## src/rtl/uart_rx_if.sv

```systemverilog
// uart_rx_if: serial input, frame configuration and received-word outputs of the UART receiver
interface uart_rx_if #(parameter int DATA_WIDTH = 8);
  logic                  RX_IN;
  logic [5:0]            PRESCALE;
  logic                  PAR_EN;
  logic                  PAR_TYP;
  logic [DATA_WIDTH-1:0] P_DATA;
  logic                  Data_Valid;
  logic                  Par_Err;
  logic                  Stp_Err;
  logic                  Busy;
  modport master (output RX_IN, PRESCALE, PAR_EN, PAR_TYP,
                  input  P_DATA, Data_Valid, Par_Err, Stp_Err, Busy);
  modport slave  (input  RX_IN, PRESCALE, PAR_EN, PAR_TYP,
                  output P_DATA, Data_Valid, Par_Err, Stp_Err, Busy);
endinterface

```

## src/rtl/uart_rx_core.sv

```systemverilog
// uart_rx_core: oversampling UART receiver with 3-sample majority vote, parity and stop checking
module uart_rx_core #(
  parameter int DATA_WIDTH = 8
) (
  input logic       CLK,
  input logic       RST,
  uart_rx_if.slave  bus
);
  typedef enum logic [2:0] {IDLE, START, DATA, PARITY, STOP} state_t;
  state_t                r_state, w_next;
  logic                  r_prev, r_pe, r_pt, r_perr, r_serr;
  logic                  r_dv, r_par_err, r_stp_err;
  logic [5:0]            r_p, r_edge;
  logic [4:0]            r_bit;
  logic [2:0]            r_smp;
  logic [DATA_WIDTH-1:0] r_shift, r_data;
  logic                  w_start, w_last, w_res, w_maj, w_good;
  logic [5:0]            w_half, w_psel;
  assign w_psel  = (bus.PRESCALE == 6'd16) ? 6'd16 : (bus.PRESCALE == 6'd32) ? 6'd32 : 6'd8;
  assign w_half  = r_p >> 1;
  assign w_start = (r_state == IDLE) && !bus.RX_IN && r_prev;
  assign w_last  = r_edge == r_p - 6'd1;
  assign w_res   = r_edge == w_half + 6'd2;
  assign w_maj   = (r_smp[0] & r_smp[1]) | (r_smp[0] & r_smp[2]) | (r_smp[1] & r_smp[2]);
  assign w_good  = !r_perr && !r_serr;
  always_ff @(posedge CLK)
    if (RST) r_state <= IDLE;
    else     r_state <= w_next;
  always_comb begin
    w_next = r_state;
    case (r_state)
      IDLE:    w_next = w_start ? START : IDLE;
      START:   w_next = !w_last ? START : (w_maj ? IDLE : DATA);
      DATA:    w_next = (w_last && r_bit == 5'(DATA_WIDTH - 1)) ? (r_pe ? PARITY : STOP) : DATA;
      PARITY:  w_next = w_last ? STOP : PARITY;
      STOP:    w_next = w_last ? IDLE : STOP;
      default: w_next = IDLE;
    endcase
  end
  always_ff @(posedge CLK) begin
    if (RST) begin
      r_prev    <= 1'b1;
      r_p       <= 6'd8;
      r_pe      <= 1'b0;
      r_pt      <= 1'b0;
      r_edge    <= '0;
      r_bit     <= '0;
      r_smp     <= '0;
      r_shift   <= '0;
      r_perr    <= 1'b0;
      r_serr    <= 1'b0;
      r_data    <= '0;
      r_dv      <= 1'b0;
      r_par_err <= 1'b0;
      r_stp_err <= 1'b0;
    end else begin
      r_prev    <= bus.RX_IN;
      r_dv      <= 1'b0;
      r_par_err <= 1'b0;
      r_stp_err <= 1'b0;
      if (w_start) begin
        r_p    <= w_psel;
        r_pe   <= bus.PAR_EN;
        r_pt   <= bus.PAR_TYP;
        r_edge <= 6'd1;
        r_bit  <= '0;
        r_perr <= 1'b0;
        r_serr <= 1'b0;
      end else if (r_state != IDLE) begin
        r_edge <= w_last ? 6'd0 : r_edge + 6'd1;
        if (r_edge == w_half - 6'd1) r_smp[0] <= bus.RX_IN;
        if (r_edge == w_half)        r_smp[1] <= bus.RX_IN;
        if (r_edge == w_half + 6'd1) r_smp[2] <= bus.RX_IN;
        if (w_res && r_state == DATA)   r_shift <= {w_maj, r_shift[DATA_WIDTH-1:1]};
        if (w_res && r_state == PARITY) r_perr  <= w_maj != ((^r_shift) ^ r_pt);
        if (w_res && r_state == STOP)   r_serr  <= !w_maj;
        if (w_last && r_state == DATA)  r_bit   <= r_bit + 5'd1;
        // frame end: pulses become visible in the cycle after the last stop-bit edge
        if (w_last && r_state == STOP) begin
          r_dv      <= w_good;
          r_par_err <= r_perr;
          r_stp_err <= r_serr;
          if (w_good) r_data <= r_shift;
        end
      end
    end
  end
  assign bus.P_DATA     = r_data;
  assign bus.Data_Valid = r_dv;
  assign bus.Par_Err    = r_par_err;
  assign bus.Stp_Err    = r_stp_err;
  assign bus.Busy       = r_state != IDLE;
endmodule

```

## src/flat_wrapper.sv

```systemverilog
// flat-port wrapper written by rule: the top's interface ports become plain ports
module uart_rx_core_flat 
#(
  parameter int DATA_WIDTH = 8
)
  (CLK, RST, bus_RX_IN, bus_PRESCALE, bus_PAR_EN, bus_PAR_TYP, bus_P_DATA, bus_Data_Valid, bus_Par_Err, bus_Stp_Err, bus_Busy);
  uart_rx_if #(.DATA_WIDTH(DATA_WIDTH)) bus_i ();
  input logic CLK;
  input logic RST;
  input wire logic [$bits(bus_i.RX_IN)-1:0] bus_RX_IN;
  input wire logic [$bits(bus_i.PRESCALE)-1:0] bus_PRESCALE;
  input wire logic [$bits(bus_i.PAR_EN)-1:0] bus_PAR_EN;
  input wire logic [$bits(bus_i.PAR_TYP)-1:0] bus_PAR_TYP;
  output wire logic [$bits(bus_i.P_DATA)-1:0] bus_P_DATA;
  output wire logic [$bits(bus_i.Data_Valid)-1:0] bus_Data_Valid;
  output wire logic [$bits(bus_i.Par_Err)-1:0] bus_Par_Err;
  output wire logic [$bits(bus_i.Stp_Err)-1:0] bus_Stp_Err;
  output wire logic [$bits(bus_i.Busy)-1:0] bus_Busy;
  assign bus_i.RX_IN = bus_RX_IN;
  assign bus_i.PRESCALE = bus_PRESCALE;
  assign bus_i.PAR_EN = bus_PAR_EN;
  assign bus_i.PAR_TYP = bus_PAR_TYP;
  assign bus_P_DATA = bus_i.P_DATA;
  assign bus_Data_Valid = bus_i.Data_Valid;
  assign bus_Par_Err = bus_i.Par_Err;
  assign bus_Stp_Err = bus_i.Stp_Err;
  assign bus_Busy = bus_i.Busy;
  uart_rx_core #(.DATA_WIDTH(DATA_WIDTH)) u_core (.CLK(CLK), .RST(RST), .bus(bus_i));
endmodule
```

## config.mk

```make
export PLATFORM = sky130hd
export DESIGN_NAME = uart_rx_core_flat
export DESIGN_NICKNAME = d
export VERILOG_FILES = /design/src/rtl/uart_rx_if.sv /design/src/rtl/uart_rx_core.sv /design/src/flat_wrapper.sv
export SDC_FILE = /design/constraint.sdc
export NUM_CORES = 1
export LEC_CHECK = 0
export BUFFER_PORTS_ARGS = -buffer_cell sky130_fd_sc_hd__buf_4
export CAP_MARGIN = 0
export CORE_ASPECT_RATIO = 0.7
export CORE_MARGIN = 3
export CORE_UTILIZATION = 52
export CTS_CLUSTER_SIZE = 8
export DETAILED_ROUTE_END_ITERATION = 6
export HOLD_SLACK_MARGIN = 0.1
export PLACE_DENSITY = 0.77
export SETUP_SLACK_MARGIN = 0.4
export SLEW_MARGIN = 30
export SYNTH_ARGS = -nofsm -noshare
export SYNTH_HDL_FRONTEND = slang
export SYNTH_SLANG_ARGS = --single-unit
```

## constraint.sdc

```tcl
create_clock -name CLK -period 2.15 [get_ports CLK]
set_clock_uncertainty 0.2 [all_clocks]
set_input_delay 0.43 -clock CLK [delete_from_list [all_inputs] [get_ports CLK]]
set_output_delay 0.43 -clock CLK [all_outputs]
set_load 0.005 [all_outputs]
```

==> results of run 1 <==
==> registers in the layout, summed over array words and instances, names as in the netlist, 3 cells and up <==
register,cells
u_core.bus.P_DATA,8
u_core.r_bit,5
u_core.r_edge,6
u_core.r_p,3
u_core.r_shift,8
u_core.r_smp,3
u_core.r_state,3
==> how the worst max path moves through the flow <==
stage	depth (start not counted)	slack (ns)	to	from
CTS	6	0.19	u_core.r_state[1]	u_core.r_p[3]
detailed placement	6	0.10	u_core.r_state[1]	u_core.r_p[4]
global placement	5	0.17	u_core.r_pt	u_core.r_state[0]
global route	6	0.08	u_core.r_state[1]	u_core.r_p[3]
finish	5	0.18	u_core.r_state[1]	u_core.r_p[3]
floorplan	7	0.22	u_core.r_state[1]	u_core.r_p[3]
==> cells in the mapped netlist, types with 2 or more instances <==
| master | n | share of area |
|---|---|---|
| a211oi_1 | 2 | 0.0068 |
| a21oi_1 | 28 | 0.063 |
| a31oi_1 | 3 | 0.0085 |
| and2_1 | 3 | 0.0085 |
| and3_1 | 2 | 0.0057 |
| and4_1 | 3 | 0.012 |
| buf_2 | 6 | 0.014 |
| buf_4 | 2 | 0.0068 |
| clkbuf_1 | 11 | 0.019 |
| dfxtp_1 | 44 | 0.40 |
| ha_1 | 6 | 0.034 |
| inv_1 | 11 | 0.019 |
| mux2i_1 | 4 | 0.018 |
| nand2_1 | 8 | 0.014 |
| nand2b_1 | 2 | 0.0057 |
| nand3_1 | 20 | 0.045 |
| nand3b_1 | 2 | 0.0068 |
| nand4_1 | 7 | 0.020 |
| nor2_1 | 9 | 0.015 |
| nor2b_1 | 3 | 0.0085 |
| nor3_1 | 3 | 0.0068 |
| nor3_2 | 2 | 0.0091 |
| nor3b_1 | 3 | 0.010 |
| o21ai_0 | 10 | 0.023 |
| o21ai_1 | 11 | 0.025 |
| o31ai_1 | 5 | 0.017 |
| or3_1 | 2 | 0.0057 |
| or4_1 | 5 | 0.017 |
| xnor2_1 | 12 | 0.048 |
| xor2_1 | 11 | 0.044 |
==> routing by layer <==
layer | vias to the layer above | GRT usage | routed length, um
met5 | - | 0 | 0
met1 | 955 | 0.291 | 2540
met2 | 72 | 0.358 | 2540
met3 | 7 | 0.0570 | 422
li1 | 990 | - | -
met4 | 0 | 0.0665 | 61
==> cells by family (layout without fill, tap and decap cells) <==
family                   after synthesis  after routing  synth area share
AND/OR/NAND/NOR                       81             82             0.217
AO/OA/AOI/OAI                         63             63             0.158
flip-flops                            44             44             0.399
buffers and inverters                 30             68            0.0578
XOR/XNOR                              25             25             0.112
adder cells (fa/ha/maj)                7              7            0.0385
multiplexers                           4              4            0.0181
==> worst max-delay path, cell delays in order (launching register included) <==
cell and delay (ns):
dfxtp_2 0.36, buf_4 0.15, xor2_1 0.29, nand4_4 0.20, or4b_1 0.51, a211oi_1 0.19
==> power breakdown <==
group / internal, mW / switching (mW) / total, mW
Sequential: 0.824 / 0.0141 / 0.838
Clock: 0.257 / 0.283 / 0.540
Combinational: 0.0830 / 0.0912 / 0.174
Total: 1.16 / 0.389 / 1.55
==> repair_timing <==
action                                  in CTS  in global routing
gates resized for setup                     20                 24
hold buffers                                 0                  0
pin swaps                                    3                  9
endpoints found under the setup margin      44                 44
gates cloned                                 1                  0
buffers inserted                             5                  7
==> cell type report <==
cell class,count,area share
repair buffers,49,0.136
multi-input cells,181,0.478
clock buffers,6,0.0290
well taps,52,0.0228
inverters,11,0.0163
flip-flops and latches,44,0.315
clock inverters,2,0.00351
==> through the flow <==
stage          power, mW  cell area (um2)
2_1_floorplan      0.949             2260
3_3_place_gp       0.991             2500
3_5_place_dp       0.994             2500
4_1_cts             1.54             2710
5_1_grt             1.60             2850
6_report            1.55             2850
==> flow_summary.json, run 1 <==
{
  "cp.arrival_ns": 1.99,
  "grt_antenna_before_repair": 0,
  "die_y_um": 60.5,
  "drtIter0Drc": 141,
  "clock-sinks": 44,
  "seq_area_frac_synth": 0.399,
  "critPathCaptureType": "flip-flop",
  "r2r_start": "u_core.r_p[3]",
  "fill_cells": 311,
  "startpoint_type": "flip-flop",
  "grt_pass1_wl_um": 8800,
  "place_inst": 324,
  "final_cell_mix": "45 x buf_4, 35 x dfxtp_1, 26 x a21oi_1",
  "cts.clk_slew.worst_paths_ns": 0.09,
  "place_ws_ns": 0.101,
  "power_leakage_nw": 1.08,
  "rsz0062_at_grt": "true",
  "gp_congestion": 0.877,
  "p_per_area_nw_per_um2": 545,
  "rr_worst_depth": 5,
  "cts_buffers": 5,
  "dp_hpwl_um": 3670,
  "hp-class": "in -> reg",
  "yosys_register_bits": 44,
  "synth_ff_type": "dfxtp_1",
  "area_growth_pct": 28.9,
  "core_area_um2": 3990,
  "htreeDepth": 2,
  "synth_nets": 271,
  "holdPathEnd": "u_core.r_prev",
  "cts_tree": "built",
  "clockBufferDepth": 2,
  "peakVddDrop_v": 0.000407,
  "synth_cell_types": 44,
  "nNetsFinal": 309,
  "slew_headroom": 0.661,
  "layout_commonest_cell": "buf_4",
  "io_pins": 23,
  "vias": 2024,
  "yosysWarnings": 0,
  "avgViaCountPerCell": 5.87,
  "routed_wl_um": 5570,
  "grt_max_degree": 28,
  "post-route-min-period_ns": 1.97,
  "n_antenna_cell": 0,
  "synth_edf_count": 0,
  "multi_input_comb_area_um2": 1360,
  "status": "complete, no violations",
  "root_buffer": "clkbuf_8",
  "dieArea_um2": 5080,
  "layout-drive-gt1-share": 0.341,
  "rows": 19,
  "drt-pass1-iter-count": 4,
  "fin_setup_tns_ns": 0,
  "hold_depth": 2,
  "grt_pass1_vias": 1857,
  "antenna_left": 0,
  "wl_per_cell_um": 16.1,
  "crit_type": "reg -> reg",
  "seq_area_um2": 897,
  "track_usage": 0.219,
  "finalHoldWorstSlack_ns": 0.151,
  "avgSynthCellArea_um2": 8.70,
  "numPortBuffers": 22,
  "grt_remaining_overflow": 0,
  "ys_async_sr_fraction": 0,
  "finish.utilization": 0.713,
  "critPathMaxFanout": 6,
  "rr_endpoint": "u_core.r_state[1]",
  "final_cells": 345,
  "finalSetupViolations": 0,
  "worstSkewPairLatency_ns": 0.30,
  "die_width_um": 83.9,
  "required_ns": 2.17,
  "syn_inst": 254,
  "slew_viol_final": 0,
  "setup_ws_ns": 0.178,
  "drc": 0,
  "min_period_over_period": 0.917,
  "max_freq_mhz": 507,
  "drv_cap": 0,
  "mappedNetlistArea_um2": 2210,
  "hp-start": "bus_RX_IN",
  "final_hold_viol_count": 0,
  "worst_slew_pin_slew_ns": 0.506,
  "reg2reg_slack_ns": 0.18,
  "initial_core_util": 0.553
}
Note: power is estimated with default switching activity, not from simulation.
==> run 2: changes to the inputs <==
- ABC_AREA: unset -> 1
- CORE_ASPECT_RATIO: 0.7 -> 1.2
- CORE_UTILIZATION: 52 -> 53
- MAX_ROUTING_LAYER: unset -> met4
==> flow_summary.json, run 2 <==
{
  "status": "complete, no violations",
  "cts.clk_slew.worst_paths_ns": 0.08,
  "startpoint_type": "flip-flop",
  "drtIter0Drc": 144,
  "routed_wl_um": 5460,
  "gp_congestion": 0.888,
  "crit_chain": "inv_4 -> ha_4 -> inv_2 -> nand2_2 -> nand2_2 -> nor2_2 -> nand2_2 -> clkinv_4 -> nand2_8 -> buf_4 -> nand2_2 -> nand2_1 -> nor2_1 -> nor2_1",
  "critical-path-max-stage-delay_ns": 0.36,
  "fin_area_um2": 2890,
  "rows": 26,
  "min_period_over_period": 0.846,
  "synth_area_leaders": "dfxtp_1 36%, nand2_1 13%, inv_1 7.5%",
  "nNetsFinal": 406,
  "cts_buffers": 5,
  "yosysTopAreaCellShare": 0.365,
  "seq_area_um2": 886,
  "grt_pass1_vias": 2183,
  "worst_slew_pin_slew_ns": 0.435,
  "cts_tree": "built",
  "peakVddDrop_v": 0.000435,
  "grt_antenna_before_repair": 0,
  "mappedNetlistArea_um2": 2410,
  "finalSetupViolations": 0,
  "postCtsHoldBufs": 0,
  "drv_cap": 0,
  "synth.most_common_cell": "nand2_1",
  "required_ns": 2.15,
  "grt_pass1_wl_um": 9320,
  "yosys-top-cells-count": "86 x nand2_1, 48 x inv_1, 45 x nor2_1",
  "htreeDepth": 2,
  "slew_headroom": 0.708,
  "synth_ff_type": "dfxtp_1",
  "layout-drive-gt1-share": 0.241,
  "path_common_cell": "nand2_2",
  "hp-class": "in -> reg",
  "rsz0062_at_grt": "true",
  "die_y_um": 79.9,
  "max_freq_mhz": 550,
  "synth_nets": 371,
  "post-route-min-period_ns": 1.82,
  "dp_hpwl_um": 3950,
  "core_area_um2": 4330,
  "power_leakage_nw": 1.26,
  "n_antenna_cell": 0,
  "multi_input_comb_area_um2": 1350,
  "placed_area_um2": 2640,
  "initial_core_util": 0.558,
  "die_width_um": 67.6,
  "synth_cell_types": 32,
  "yosysTopAreaCell": "dfxtp_1",
  "drc": 0,
  "fill_cells": 382,
  "ys_async_sr_fraction": 0,
  "dieArea_um2": 5400,
  "avgViaCountPerCell": 5.07,
  "crit_type": "reg -> reg",
  "root_buffer": "clkbuf_8",
  "yosysWarnings": 0,
  "drt-pass1-iter-count": 6,
  "layout_commonest_cell": "nand2_1",
  "grt_max_degree": 24,
  "yosys_register_bits": 44,
  "clock-sinks": 44,
  "cp.arrival_ns": 1.82,
  "critPathCaptureType": "flip-flop",
  "fin_setup_tns_ns": 0,
  "io_pins": 23,
  "final_hold_viol_count": 0,
  "syn_inst": 354,
  "critPathMaxFanout": 4,
  "seq_area_frac_synth": 0.365,
  "p_per_area_nw_per_um2": 552,
  "vias": 2261,
  "wl_per_cell_um": 12.2,
  "synth_edf_count": 0,
  "grt_remaining_overflow": 0,
  "final_cell_mix": "81 x nand2_1, 44 x inv_1, 43 x nor2_1",
  "clockBufferDepth": 2,
  "crit_slowest_cell": "dfxtp_2",
  "numPortBuffers": 22,
  "antenna_left": 0,
  "area_growth_pct": 19.9,
  "track_usage": 0.232,
  "slew_viol_final": 0,
  "avgSynthCellArea_um2": 6.82,
  "worstSkewPairLatency_ns": 0.30
}
==> run 2: logic make-up (layout without fill, tap and decap cells) <==
| kind of cell | after synthesis | after routing | synth area share |
|---|---|---|---|
| compound gates | 52 | 52 | 0.115 |
| xor+xnor | 8 | 8 | 0.0290 |
| fa+ha+maj | 6 | 6 | 0.0311 |
| buf+inv | 65 | 101 | 0.108 |
| flops | 44 | 44 | 0.365 |
| simple gates | 179 | 179 | 0.352 |
==> run 2: power by group <==
part | leakage, nW | switching, mW | internal, mW
Clock | 0.0445 | 0.283 | 0.261
Sequential | 0.357 | 0.0162 | 0.830
Combinational | 0.856 | 0.125 | 0.0832
==> run 2: worst max-delay path, delay by kind of cell, from the launching register on <==
family                   cells  cell delay (ns)
flip-flops                   1             0.36
buffers and inverters        4             0.31
adder cells (fa/ha/maj)      1             0.26
AND/OR/NAND/NOR              9             0.58
==> run 2: what timing repair did <==
action                     in CTS  in global routing
resized for setup              13                 19
gates cloned                    0                  0
pin swaps                      12                  5
setup buffers                   8                  2
setup endpoints to repair      24                 35
==> run 2: area by class of cell <==
cell class | instances | area share
Sequential cell | 44 | 0.306
Tap cell | 56 | 0.0242
Multi-Input combinational cell | 245 | 0.465
Timing Repair Buffer | 35 | 0.0947
Inverter | 58 | 0.0778
Clock inverter | 1 | 0.00259
Clock buffer | 7 | 0.0298
==> run 2: worst paths after layout <==
path                                    start                 end  slack [ns]  depth (start not counted)
worst min-delay path                bus_RX_IN       u_core.r_prev        0.16                          3
worst min register to register  u_core.r_serr  u_core.bus.Stp_Err        0.25                          2
worst max register to register  u_core.r_p[3]   u_core.r_state[0]        0.33                         14
worst max-delay path            u_core.r_p[3]   u_core.r_state[0]        0.33                         14
==> run 2: metal layers <==
| layer | wire length (um) | vias to the layer above | GRT usage |
|---|---|---|---|
| met1 | 2200 | 1031 | 0.245 |
| met5 | 0 | - | - |
| met4 | 125 | 0 | 0.0892 |
| met2 | 3000 | 36 | 0.421 |
| li1 | - | 1183 | - |
| met3 | 136 | 11 | 0.0380 |
==> run 2: through the flow <==
| step | power (mW) | std cells | hold WS (ns) | utilization | worst slack [ns] |
|---|---|---|---|---|---|
| CTS | 1.59 | 444 | 0.148 | 0.653 | 0.317 |
| global placement | 1.03 | 428 | 0.243 | 0.610 | 0.288 |
| finish | 1.60 | 446 | 0.157 | 0.669 | 0.330 |
| detailed placement | 1.04 | 428 | 0.244 | 0.610 | 0.246 |
| global route | 1.67 | 446 | 0.169 | 0.669 | 0.198 |
| floorplan | 0.989 | 354 | 0.230 | - | 0.412 |
==> run 3: changes to the inputs <==
- ABC_AREA: 1 -> 0
- CORE_UTILIZATION: 53 -> 58
- PLACE_DENSITY: 0.77 -> 0.81
- clock period: 2.15 -> 1.69 ns (I/O delays scaled with it)
==> flow_summary.json, run 3 (synthesis results as in run 1) <==
{
  "antenna_left": 0,
  "htreeDepth": 2,
  "cts_buffers": 5,
  "worst_slew_pin_slew_ns": 0.416,
  "r2r_start": "u_core.r_p[4]",
  "hp-start": "bus_RX_IN",
  "rows": 23,
  "initial_core_util": 0.629,
  "layout_commonest_cell": "buf_4",
  "placed_area_um2": 2800,
  "required_ns": 1.67,
  "grt_pass1_wl_um": 11200,
  "p_per_area_nw_per_um2": 661,
  "setup_ws_ns": -0.432,
  "gp_congestion": 0.872,
  "finish.utilization": 0.965,
  "slew_viol_final": 0,
  "drt-pass1-iter-count": 5,
  "vias": 2600,
  "crit_slowest_cell": "o31ai_1",
  "drc": 0,
  "fin_area_um2": 3390,
  "avgViaCountPerCell": 6.84,
  "track_usage": 0.326,
  "startpoint_type": "flip-flop",
  "crit_start": "u_core.r_p[4]",
  "critPathCaptureType": "flip-flop",
  "wl_per_cell_um": 24.6,
  "violations": "negative setup slack",
  "hp-class": "in -> reg",
  "layout-drive-gt1-share": 0.527,
  "rsz0062_at_grt": "true",
  "min_period_over_period": 1.26,
  "die_width_um": 62.3,
  "cp_top_family": "compound AO/OA/AOI/OAI gates",
  "power_leakage_nw": 1.33,
  "crit_chain": "inv_2 -> ha_4 -> xor2_4 -> nand4_4 -> buf_6 -> buf_4 -> o31ai_1 -> a21oi_2",
  "clockBufferDepth": 2,
  "fin_setup_tns_ns": -7.93,
  "crit_type": "reg -> reg",
  "die_y_um": 73.6,
  "critical-path-max-stage-delay_ns": 0.39,
  "power.total_mw": 2.24,
  "post-route-min-period_ns": 2.12,
  "fill_cells": 77,
  "postCtsHoldBufs": 2,
  "drtIter0Drc": 411,
  "numPortBuffers": 22,
  "final_hold_viol_count": 0,
  "dp_hpwl_um": 3910,
  "final_cell_mix": "64 x buf_4, 21 x a21oi_1, 21 x dfxtp_1, 21 x dfxtp_2, 19 x buf_6",
  "area_growth_pct": 53.3,
  "cts_tree": "built",
  "worstSkewPairLatency_ns": 0.31,
  "routed_wl_um": 9360,
  "nNetsFinal": 346,
  "grt_max_degree": 28,
  "grt_antenna_before_repair": 0,
  "root_buffer": "clkbuf_8",
  "dieArea_um2": 4590,
  "peakVddDrop_v": 0.000623,
  "cts.clk_slew.worst_paths_ns": 0.09,
  "max_freq_mhz": 471,
  "grt_pass1_vias": 2298,
  "status": "complete, but fails checks",
  "io_pins": 23,
  "clock-sinks": 44,
  "finalSetupViolations": 39,
  "core_area_um2": 3510,
  "slew_headroom": 0.720,
  "n_antenna_cell": 0,
  "grt_remaining_overflow": 0,
  "place_inst": 356,
  "final_cells": 380,
  "drv_cap": 0,
  "cp.arrival_ns": 2.10,
  "worst-path-buf-inv": 3,
  "critPathMaxFanout": 8
}
## run 3: changes by cell type in the layout (fill, tap and decap cells not counted), sizes merged, moves of 4 or more
cell	change
nand2	-86
buf	+50
inv	-45
nor2	-42
xnor2	+11
o31ai	+5
or4	+5
mux2i	+4
xor2	+4
## run 3: final cells by class
class / instances / area, um2 / area share
Timing Repair Buffer: 87 / 754 / 0.223
Multi-Input combinational cell: 180 / 1490 / 0.441
Clock buffer: 5 / 68.8 / 0.0203
Clock inverter: 3 / 46.3 / 0.0137
Sequential cell: 44 / 915 / 0.270
Tap cell: 50 / 62.6 / 0.0185
Inverter: 11 / 46.3 / 0.0137
## run 3: routing by layer
| layer | vias to the layer above | global-route usage | routed length (um) |
|---|---|---|---|
| met4 | 0 | 0.167 | 826 |
| met3 | 100 | 0.0703 | 997 |
| met2 | 252 | 0.580 | 4450 |
| met1 | 1201 | 0.345 | 3090 |
| met5 | - | - | 0 |
| li1 | 1047 | - | - |
## run 3: through the flow
stage / hold slack (ns) / worst slack [ns]
6_report: 0.0779 / -0.432
5_1_grt: 0.0702 / -0.478
4_1_cts: 0.0597 / -0.240
3_5_place_dp: 0.262 / -0.272
3_3_place_gp: 0.258 / -0.178
2_1_floorplan: 0.245 / -0.243
## run 3: final timing paths
path	end	slack (ns)	depth (start not counted)
worst max register to register	u_core.r_bit[3]	-0.43	8
worst max-delay path	u_core.r_bit[3]	-0.43	8
worst min-delay path	u_core.r_prev	0.08	2
worst min register to register	u_core.r_bit[4]	0.31	2
## run 3: power by group
| part | internal (mW) | total, mW | switching (mW) |
|---|---|---|---|
| clock network | 0.446 | 0.856 | 0.410 |
| logic | 0.154 | 0.319 | 0.164 |
| registers | 1.05 | 1.06 | 0.0169 |
| total | 1.65 | 2.24 | 0.591 |
## run 3: what timing repair did
item | in CTS | in global routing
resized for setup | 43 | 55
hold endpoints to repair | 3 | 1
pin swaps | 14 | 16
gates cloned | 0 | 0
setup buffers | 4 | 10
endpoints found under the setup margin | 52 | 55
## run 3: worst reg2reg max path: stages (launching register included)
cell     delay [ns]
dfxtp_2        0.35
inv_2          0.05
ha_4           0.29
xor2_4         0.18
nand4_4        0.12
buf_6          0.16
buf_4          0.13
o31ai_1        0.39
a21oi_2        0.11
